### config.mk
export PLATFORM = sky130hd
export DESIGN_NAME = piezo_dur_cnt
export DESIGN_NICKNAME = d
export VERILOG_FILES = /design/src/rtl/piezo_dur_cnt.sv
export SDC_FILE = /design/constraint.sdc
export NUM_CORES = 1
export LEC_CHECK = 0
export ABC_CLOCK_PERIOD_IN_PS = 1230
export CAP_MARGIN = 20
export CORE_UTILIZATION = 25
export DETAILED_ROUTE_END_ITERATION = 8
export SLEW_MARGIN = 15
export SYNTH_ARGS = -nofsm -noshare
export SYNTH_HDL_FRONTEND = slang
export SYNTH_SLANG_ARGS = --single-unit
### constraint.sdc
create_clock -name clk -period 1.23 [get_ports clk]
set_input_delay 0.123 -clock clk [delete_from_list [all_inputs] [get_ports clk]]
set_output_delay 0.123 -clock clk [all_outputs]
set_load 0.02 [all_outputs]
### src/rtl/piezo_dur_cnt.sv
// Note-duration counter for a piezo tone sequencer.
// Counts enabled clock ticks and flags the cycle whose elapsed count equals
// the requested note duration.
module piezo_dur_cnt (
  input  logic       clk,
  input  logic       rst_n,     // active-high asynchronous reset despite the suffix
  input  logic       clr,
  input  logic       en,
  input  logic [7:0] note_dur,
  output logic       note_over
);

  localparam int unsigned CNT_W = 8;

  logic [CNT_W-1:0] dur_cnt;

  // Elapsed-tick counter: clear beats enable, wraps modulo 256, never stops at the target
  always_ff @(posedge clk or posedge rst_n) begin
    if (rst_n) begin
      dur_cnt <= '0;
    end else if (clr) begin
      dur_cnt <= '0;
    end else if (en) begin
      dur_cnt <= dur_cnt + CNT_W'(1);
    end
  end

  // Match flag is purely combinational so a new target is visible without a clock edge
  assign note_over = (dur_cnt == note_dur);

endmodule

==> metrics <==
global-route wire length before repair=1.53 mm; full die area=2090 sq um; initial antenna violation count=0; slew at the pin with the worst max-slew slack=328 ps; power per unit of standard cell area=802 nW/um^2; area growth from synthesis to layout=55.2%; Final Instance Count excl. Fillers=98; Max Slew Vio Count=0; CTS tree=built; final critical-path setup slack=-77.5 ps; leakage power=0.298 nW; site row count=15; # fillers=190; Avg Cell Area, Syn=9.56 sq um; total gr overflow=0; Final Cycle Share=106%; arrival time at the worst endpoint=1180 ps; detailed placement HPWL=802 um; max reg flops=8; run status=complete, but fails checks; maximum number of pins on one net before global-route repair=9; iteration-0 DRC count of the detailed router=3; Startpoint Class=register; Final nets=88; largest reg by FF count=dur_cnt; crit path max fanout=2; clock transition at the registers of the reported paths=50 ps; failing checks=negative setup slack; Netlist cell types=17; share of the yosys chip area belonging to registers=41.9%; setup-violating endpoint count in the final report=4; Tot GR Track Use=10.9%; top achievable clock speed=0.765 GHz; cell breakdown of the critical path=xnor2_1 -> nand4_1 -> nor2_1 -> buf_4; Regs by FF count=dur_cnt (8); delay of the slowest critical-path stage=390 ps; final worst clock skew=2.38 ps; IO Pins=13; Post-Synthesis Net Count=63; post-CTS setup repair buffer count=0; critical path start-end classification=register to output port; post-detailed-route via-to-cell ratio=4.40; maximum capacitance violations=0; number of global-route vias before repair=371; buffer cell driving the clock tree root=sky130_fd_sc_hd__clkbuf_4; number of warnings printed during yosys synthesis=0; Critical Path End Type=output port; leading cell type by number of instances after synthesis=sky130_fd_sc_hd__xnor2_1; antenna fix cells=0; number of iterations in the first detailed-routing pass=3; CP max stage cell=sky130_fd_sc_hd__dfrtp_1; number of flops mapped to enable cells by yosys=0; Netlist Area Pre-Place=478 sq um; HP Class=input pin to asynchronous set/reset pin; total wirelength of the detailed-routed design=1.03 mm; worst-case vdd ir drop=0.296 mV; Starting Density=27.1%; number of remaining DRC errors=0; Hold Violations, Final=0; Cells after Synth=50; setup repair after global routing missed its margin=true; floorplan core area=1760 sq um; detailed-route wire length per cell=10.6 um; count of H-tree levels built during CTS=1; final worst path period need=1310 ps; area share of the leading cell type in the synthesized netlist=41.9%; CP required=1110 ps; clock latency at the later pin of the worst-skew pair=250 ps; total of buffers placed on input and output ports=12; normalized max-slew margin=78.1%; CTS Sinks=8; number of vias after detailed routing=431; top cells by count, synth=sky130_fd_sc_hd__xnor2_1 (9), sky130_fd_sc_hd__dfrtp_1 (8), sky130_fd_sc_hd__nor2_1 (6); dominant cells by area after synthesis=sky130_fd_sc_hd__dfrtp_1 (42%), sky130_fd_sc_hd__xnor2_1 (16%), sky130_fd_sc_hd__xor2_1 (5.5%); routability congestion estimate from global placement=0.718; worst slack, placed=-446 ps; CTS Buf Count=3; library cell occupying the most area in the post-synthesis netlist=sky130_fd_sc_hd__dfrtp_1; Longest Clk Path Bufs=2; number of register bits inferred by synthesis=8; overall die width=45.7 um; Most used DFF post-synth=sky130_fd_sc_hd__dfrtp_1; overall die height=45.7 um; post-placement cell count=95; Post-synth ARST share=100%; share of layout cells above drive strength 1=26.0%; count of antenna-violating nets left after detailed routing=0
==> metal layers <==
metal	part of all wire (%)	GRT usage [%]	up-vias	wire, um
li1	-	-	217	-
met1	46	14.0	204	476
met2	49	16.3	10	507
met3	4.8	3.57	0	50
met4	0	5.29	0	0
met5	0	0	-	0
==> through the flow <==
stage / setup TNS (ps) / utilization [%] / total power [mW] / hold slack [ps] / instance area (sq um)
global placement: -882 / 39.4 / 0.387 / 401 / 694
global route: -439 / 42.1 / 0.632 / 179 / 742
finish: -161 / 42.1 / 0.595 / 119 / 742
CTS: -189 / 41.2 / 0.608 / 121 / 727
floorplan: 0 / - / 0.330 / -61.3 / 478
detailed placement: -962 / 39.4 / 0.390 / 403 / 694
==> repair_timing <==
item,4_1_cts,5_1_grt
hold endpoints to repair,0,0
setup endpoints to repair,3,4
resized for setup,7,3
pin swaps,3,1
hold buffers,0,0
==> placed cells by master (no fill, tap or decap), types with 3 or more instances in the layout <==
master                             n
sky130_fd_sc_hd__clkdlybuf4s50_1  11
sky130_fd_sc_hd__xor2_1            3
sky130_fd_sc_hd__clkbuf_4          3
sky130_fd_sc_hd__dfrtp_1           8
sky130_fd_sc_hd__buf_4            11
sky130_fd_sc_hd__xnor2_1           8
sky130_fd_sc_hd__nand4_1           4
sky130_fd_sc_hd__nor2_1            6
sky130_fd_sc_hd__o21ai_0           3
sky130_fd_sc_hd__or3_1             3
==> kinds of logic (layout without fill, tap and decap cells) <==
kind of cell	after synthesis	after routing	share of synthesized area, %
compound gates	7	7	9.42
xor+xnor	12	12	22.0
fa+ha+maj	1	1	2.62
buf+inv	4	27	4.45
flops	8	8	41.9
mux	1	1	2.09
simple gates	17	17	17.5
==> worst max-delay path: cells and delay by family (launching register included) <==
| kind | cells | cell delay [ps] |
|---|---|---|
| XOR/XNOR | 1 | 180 |
| flip-flops | 1 | 390 |
| buffers and inverters | 1 | 140 |
| AND/OR/NAND/NOR | 2 | 220 |
==> final timing paths <==
check | from | end | slack, ps | cells past startpoint
setup / recovery | dur_cnt[4] | note_over | -80 | 4
max in group asynchronous | rst_n | dur_cnt[7] | 870 | 2
hold / removal | rst_n | dur_cnt[2] | 120 | 2
min in group clk | clr | dur_cnt[7] | 620 | 3
setup reg to reg | dur_cnt[0] | dur_cnt[6] | -50 | 5
hold reg to reg | dur_cnt[7] | dur_cnt[7] | 660 | 3
==> layout make-up <==
class | count | area [sq um] | area share [%]
Multi-Input combinational cell | 38 | 280 | 37.8
Timing Repair Buffer | 23 | 204 | 27.5
Sequential cell | 8 | 200 | 27.0
Tap cell | 25 | 31.3 | 4.22
Clock buffer | 3 | 22.5 | 3.04
Inverter | 1 | 3.75 | 0.506
==> power breakdown <==
| group | internal [mW] | switching, mW | leakage (nW) |
|---|---|---|---|
| clock | 0.112 | 0.0897 | 0.0138 |
| combinational | 0.0716 | 0.0457 | 0.174 |
| sequential | 0.270 | 0.00624 | 0.110 |
| total | 0.454 | 0.142 | 0.298 |
Power figures use the tool's default switching activity.
